[src/rtl/timer_pkg.sv]
// Shared timer state encoding, also used by the display timing blocks.
// Types only; no logic, no latency.
`timescale 1ns/1ps
package timer_pkg;
    typedef enum logic [0:0] {TMR_IDLE, TMR_RUN} tmr_state_t;
endpackage

[src/rtl/down_timer.sv]
// Loadable down-counter with one-shot/periodic reload and a registered 1-cycle terminal pulse.
// Load takes effect on the accepting edge; tc rises on the (N+1)th enabled edge; load_ready is low in RUN or while stop is high.
`timescale 1ns/1ps
module down_timer
    import timer_pkg::*;
#(
    parameter int NUM_BITS = 8
) (
    input  logic                clk,
    input  logic                areset,
    input  logic                enable,
    input  logic                stop,
    input  logic                load_valid,
    output logic                load_ready,
    input  logic [NUM_BITS-1:0] load_value,
    input  logic                periodic,
    output logic [NUM_BITS-1:0] count,
    output logic                busy,
    output logic                tc
);

    tmr_state_t          state_q, state_d;
    logic [NUM_BITS-1:0] count_q, count_d;
    logic [NUM_BITS-1:0] reload_q, reload_d;
    logic                mode_q, mode_d;
    logic                tc_q, tc_d;

    always_comb begin
        state_d    = state_q;
        count_d    = count_q;
        reload_d   = reload_q;
        mode_d     = mode_q;
        tc_d       = 1'b0;
        load_ready = (state_q == TMR_IDLE) && !stop;

        // stop outranks both a pending load and the terminal event
        if (stop) begin
            state_d = TMR_IDLE;
            count_d = '0;
        end else if (state_q == TMR_IDLE) begin
            if (load_valid) begin
                count_d  = load_value;
                reload_d = load_value;
                mode_d   = periodic;
                state_d  = TMR_RUN;
            end
        end else if (enable) begin
            if (count_q != '0) begin
                count_d = count_q - NUM_BITS'(1);
            end else begin
                tc_d = 1'b1;
                if (mode_q) begin
                    count_d = reload_q;
                end else begin
                    state_d = TMR_IDLE;
                end
            end
        end
    end

    always_ff @(posedge clk or posedge areset) begin
        if (areset) begin
            state_q  <= TMR_IDLE;
            count_q  <= '0;
            reload_q <= '0;
            mode_q   <= 1'b0;
            tc_q     <= 1'b0;
        end else begin
            state_q  <= state_d;
            count_q  <= count_d;
            reload_q <= reload_d;
            mode_q   <= mode_d;
            tc_q     <= tc_d;
        end
    end

    assign count = count_q;
    assign busy  = (state_q == TMR_RUN);
    assign tc    = tc_q;

endmodule

[config.mk]
export PLATFORM = sky130hd
export DESIGN_NAME = down_timer
export DESIGN_NICKNAME = d
export VERILOG_FILES = /design/src/rtl/timer_pkg.sv /design/src/rtl/down_timer.sv
export SDC_FILE = /design/constraint.sdc
export NUM_CORES = 1
export LEC_CHECK = 0
export BUFFER_PORTS_ARGS = -buffer_cell sky130_fd_sc_hd__buf_2
export CELL_PAD_IN_SITES_DETAIL_PLACEMENT = 0
export CELL_PAD_IN_SITES_GLOBAL_PLACEMENT = 1
export CORE_ASPECT_RATIO = 1.5
export CORE_MARGIN = 3
export CORE_UTILIZATION = 25
export DETAILED_ROUTE_END_ITERATION = 10
export PLACE_DENSITY = 0.64
export SETUP_SLACK_MARGIN = 0.4
export SLEW_MARGIN = 20
export SYNTH_ARGS = -nofsm -noshare
export SYNTH_HDL_FRONTEND = slang
export SYNTH_SLANG_ARGS = --single-unit
[constraint.sdc]
create_clock -name clk -period 1.9 [get_ports clk]
set_input_delay 0.475 -clock clk [delete_from_list [all_inputs] [get_ports clk]]
set_output_delay 0.475 -clock clk [all_outputs]
set_load 0.03 [all_outputs]
Word-level counts from Yosys, hierarchy flattened
Index checks and enable logic that the tools add are counted.
Operators by class
  equality and inequality tests: 2
  mux-type cells: 16
  reductions and logical operators: 6
  add/sub/neg operators: 1
  bitwise gates (word level): 2
Operator list (count)
  $mux 8: 6
  $mux 1: 10
  $reduce_bool 8->1: 1
  $sub 8x1->8 const B: 1
  $reduce_and 3->1: 2
  $ne 4x2->1 const B: 1
  $ne 3x3->1 const B: 1
  $reduce_bool 3->1: 1
  $not 1->1: 2
  $logic_and 1x1->1: 1
  $logic_not 1->1: 1
Storage, ports and cells
  flip-flop bits (word level): 19
  word-level logic and storage cells: 32
  output and inout port bits: 11

Logic depth before layout (Yosys ltp)
  depth after elaboration: 5
  depth in mapped cells: 8

Worst setup path after synthesis
No wires, ideal clock.
  kind: register -> register
  start: reg state_q, in the netlist busy
  end: reg reload_q[0]
  setup slack: -0.228 ns
  data required time: 1.775 ns
  clock period less this slack: 2.128 ns
  arrival: 2.004 ns
  stages on the path, launching flop included: 6
  cells stage by stage: dfrtp_1 -> clkbuf_1 -> nor2_1 -> and2_1 -> clkbuf_1 -> mux2_2
Between the ends
  longest elaborated chain between the ends: 2
RTL lines
  from (decl): line down_timer.sv:22  | tmr_state_t state_q, state_d;
  from (signal assigned): line down_timer.sv:69  | state_q <= state_d;
  $not 1->1 (no source line)
  $reduce_and 3->1 (no source line)
  to (signal assigned): line down_timer.sv:71  | reload_q <= reload_d;
  to (decl): line down_timer.sv:24  | logic [NUM_BITS-1:0] reload_q, reload_d;
No other way between the ends.
A chain may end at the register's enable or synchronous reset.

Final worst setup path
  start: reg count_q[0], in the netlist count[0]
  end: reg count_q[0], in the netlist count[0]
Between the ends
  longest elaborated chain between the ends: 5
  elaborated cells between the ends (all ways): 8
  those cells by class: add/sub (1); eq/ne (1); mux (4); reduce/logical (2)
RTL lines
  from (decl): line down_timer.sv:23  | logic [NUM_BITS-1:0] count_q, count_d;
  from (signal assigned): line down_timer.sv:70  | count_q <= count_d;
  $sub 8x1->8 / $reduce_bool 8->1 (equally long branches): line down_timer.sv:49, down_timer.sv:48
  $mux 8: line down_timer.sv:48  | if (count_q != '0) begin
  $mux 8: line down_timer.sv:47  | end else if (enable) begin
  $mux 8: line down_timer.sv:40  | end else if (state_q == TMR_IDLE) begin
  $mux 8: line down_timer.sv:37  | if (stop) begin
Several ways; a longest one is shown, not always the timed one. The select of a mux whose other input is x is not followed.

==> flow_summary.json <==
{
  "synth_area_per_cell_um2": 10.0,
  "detailroute.wirelength.met3_um": 142,
  "syn-num-nets": 130,
  "yosys.cell_count.top_type": "sky130_fd_sc_hd__dfrtp_1",
  "worst_setup_path_start_kind": "flip-flop",
  "synthTopCellsByCount": "sky130_fd_sc_hd__dfrtp_1, sky130_fd_sc_hd__nor2_1, sky130_fd_sc_hd__mux2_2, sky130_fd_sc_hd__nand2_1, sky130_fd_sc_hd__nand3_1",
  "power_density_nw_per_um2": 885,
  "io_pins": 25,
  "yosys_warnings": 0,
  "postCtsHoldBufs": 0,
  "drt-met1-wl_um": 1440,
  "rows": 29,
  "setup.worst_path.class": "flip-flop to flip-flop",
  "drc_errors": 0,
  "synth_async_sr_flop_share": 1.00,
  "yosys.area.top_type_share": 0.417,
  "finClkSkew_ns": 0.00550,
  "slowest_stage_delay_on_critical_path_ns": 0.41,
  "critPathTopFamily": "simple AND/OR/NAND/NOR gates",
  "count_of_routing_violations_after_the_opening_detailed_route_iteration": 18,
  "avgRoutedWirePerCell_um": 15.9,
  "die_area_um2": 5430,
  "antenna_found_initial": 0,
  "tightest_slew_ns": 0.283,
  "tritoncts": "done",
  "fp.coreArea_um2": 4320,
  "path_clk_slew_ns": 0.08,
  "slew_headroom": 0.810,
  "final-setup-viol-count": 0,
  "dp.final_hpwl_um": 2220,
  "cp_slowest_cell": "sky130_fd_sc_hd__dfrtp_2",
  "synthCells": 114,
  "r2r_setup_slack_ns": 0.17,
  "synth_seq_area_share": 0.417,
  "port_buffers": 24,
  "globalRoute.totalOverflow": 0,
  "grt_pass1_vias": 1089,
  "netlist_top_cells_area": "sky130_fd_sc_hd__dfrtp_1, sky130_fd_sc_hd__mux2_2, sky130_fd_sc_hd__a22o_1, sky130_fd_sc_hd__nor2_1, sky130_fd_sc_hd__nand3_1",
  "firstDrtPassIters": 4,
  "clock_sinks": 19,
  "library_cell_occupying_the_most_area_in_the_post_synthesis_netlist": "sky130_fd_sc_hd__dfrtp_1",
  "overall_via_count_from_detail_route": 1028,
  "worst-path-buf-inv": 2,
  "syn-cell-area_um2": 1140,
  "power.total_mw": 1.43,
  "avgViaCountPerCell": 5.04,
  "place.gp.congestion": 0.783,
  "start_util": 0.264,
  "synth_cell_types": 36,
  "htree_levels": 1,
  "clock_latency_ns": 0.26,
  "proportion_of_layout_cells_with_a_drive_suffix_above_1": 0.538,
  "antenna_left": 0,
  "top_layer_used": "met4",
  "tns_ns": 0,
  "min_path_type": "input port to async pin",
  "final-max-slew-violation-count": 0,
  "synth_edf_count": 0,
  "maximum_fanout_along_the_worst_path": 7,
  "die_height_um": 88.7,
  "fillCellCount": 448,
  "synthFlopType": "sky130_fd_sc_hd__dfrtp_1",
  "global_route_wire_length_before_repair_um": 5240,
  "horizontal_die_dimension_um": 61.2,
  "syn2layout_area_growth_pct": 41.4,
  "status": "complete, no violations",
  "global_route.usage.total": 0.128,
  "period_needed_ns": 1.73,
  "layout_worst_path_cycle_share": 0.909,
  "design.final.nets": 175,
  "clk_path_buf_depth": 2,
  "diodes": 0,
  "ys_seq_elements": 19,
  "max_ir_drop_vdd_mv": 0.391,
  "max_cap_viol_count": 0,
  "critPathArrivalTime_ns": 1.88,
  "finalWirelength_um": 3250,
  "critPathCaptureType": "flip-flop",
  "p_leak_nw": 0.730,
  "tritoncts.num_buffers": 3,
  "final-hold-violation-count": 0,
  "cp_cell_instances": "inv_2 -> ha_4 -> nor3b_4 -> buf_4 -> nand2_2 -> nor2_4 -> a211oi_1 -> a311oi_2",
  "grt_max_degree": 21,
  "fmax_ghz": 0.579,
  "clk_root_buffer_cell": "sky130_fd_sc_hd__clkbuf_8",
  "rsz0062_at_grt": "yes",
  "cp.required_ns": 2.05,
  "met2_length_um": 1640
}
## where the power goes
| group | leakage [nW] | internal (mW) | switching [mW] |
|---|---|---|---|
| Sequential | 0.227 | 0.471 | 0.0662 |
| Combinational | 0.480 | 0.304 | 0.301 |
| Clock | 0.0228 | 0.149 | 0.138 |
| Total | 0.730 | 0.924 | 0.505 |
## area by class of cell
class                      instances  area, µm²  area share
multi-input combinational         82        676       0.419
timing repair buffer              46        325       0.202
sequential                        19        484       0.300
tap                               46       57.6      0.0357
inverter                           7       26.3      0.0163
clock buffer                       4       45.0      0.0279
## stage by stage
| step | std cells | area [µm²] | hold WS [ns] | utilization | setup slack, ns |
|---|---|---|---|---|---|
| final | 204 | 1610 | 0.231 | 0.374 | 0.172 |
| after global routing | 204 | 1610 | 0.265 | 0.374 | 0.0700 |
| after CTS | 204 | 1560 | 0.245 | 0.362 | 0.135 |
| after detailed placement | 188 | 1400 | 0.498 | 0.323 | 0.0663 |
| after global placement | 188 | 1400 | 0.490 | 0.323 | 0.0752 |
| after floorplan | 114 | 1190 | 0.426 | - | 0.117 |
## worst min-delay path: cells and delay by family
family / cells / cell delay, ns
buf+inv: 3 / 0.39
## kinds of logic (layout without fill, tap and decap cells)
kind of cell    count (synthesis)  after routing  synth area share
fa+ha+maj                       2              2            0.0219
simple gates                   44             44             0.228
compound gates                 21             21             0.146
xor+xnor                        3              3            0.0230
mux                            12             12             0.115
flops                          19             19             0.417
buf+inv                        13             57            0.0493
## placed cells by master, fill, tap and decap left out, types with 2 or more instances in the layout
| master | n |
|---|---|
| sky130_fd_sc_hd__xor2_1 | 2 |
| sky130_fd_sc_hd__inv_2 | 2 |
| sky130_fd_sc_hd__buf_2 | 19 |
| sky130_fd_sc_hd__nor3_1 | 3 |
| sky130_fd_sc_hd__mux2i_1 | 3 |
| sky130_fd_sc_hd__nor2_4 | 2 |
| sky130_fd_sc_hd__a22o_1 | 6 |
| sky130_fd_sc_hd__a311oi_1 | 2 |
| sky130_fd_sc_hd__nand2b_1 | 2 |
| sky130_fd_sc_hd__nand2_1 | 7 |
| sky130_fd_sc_hd__dfrtp_2 | 7 |
| sky130_fd_sc_hd__nor2b_1 | 2 |
| sky130_fd_sc_hd__inv_1 | 5 |
| sky130_fd_sc_hd__mux2_2 | 8 |
| sky130_fd_sc_hd__nor2_1 | 7 |
| sky130_fd_sc_hd__clkbuf_8 | 3 |
| sky130_fd_sc_hd__o221ai_1 | 2 |
| sky130_fd_sc_hd__dfrtp_1 | 12 |
| sky130_fd_sc_hd__nand3_1 | 8 |
| sky130_fd_sc_hd__buf_4 | 22 |
| sky130_fd_sc_hd__nand2_2 | 3 |
| sky130_fd_sc_hd__nor2_2 | 2 |
| sky130_fd_sc_hd__buf_6 | 4 |
## path summary, 6_finish.rpt
| path | from | end | cells past startpoint |
|---|---|---|---|
| min reg2reg | reload_q[6] | reload_q[6] | 1 |
| min | areset | count[5] | 3 |
| max reg2reg | count[0] | count[0] | 8 |
| max in group asynchronous | areset | count[4] | 3 |
| min in group clk | periodic | mode_q | 3 |
| max | count[0] | count[0] | 8 |
## sequential cells by signal (all words and copies together) (netlist names)
signal and count:
count 8, mode_q 1, tc 1, busy 1, reload_q 8
## timing repair
action                     in CTS  in global routing
setup endpoints to repair      11                 18
pin swaps                       6                  1
gates resized for setup         6                 20
setup buffers                  12                  0
## layer usage
layer  vias up  track usage
met5         -            0
met4         0       0.0316
met3         4       0.0219
met2        29        0.215
met1       500        0.167
li1        495            -
Note: power is estimated with default switching activity, not from simulation.
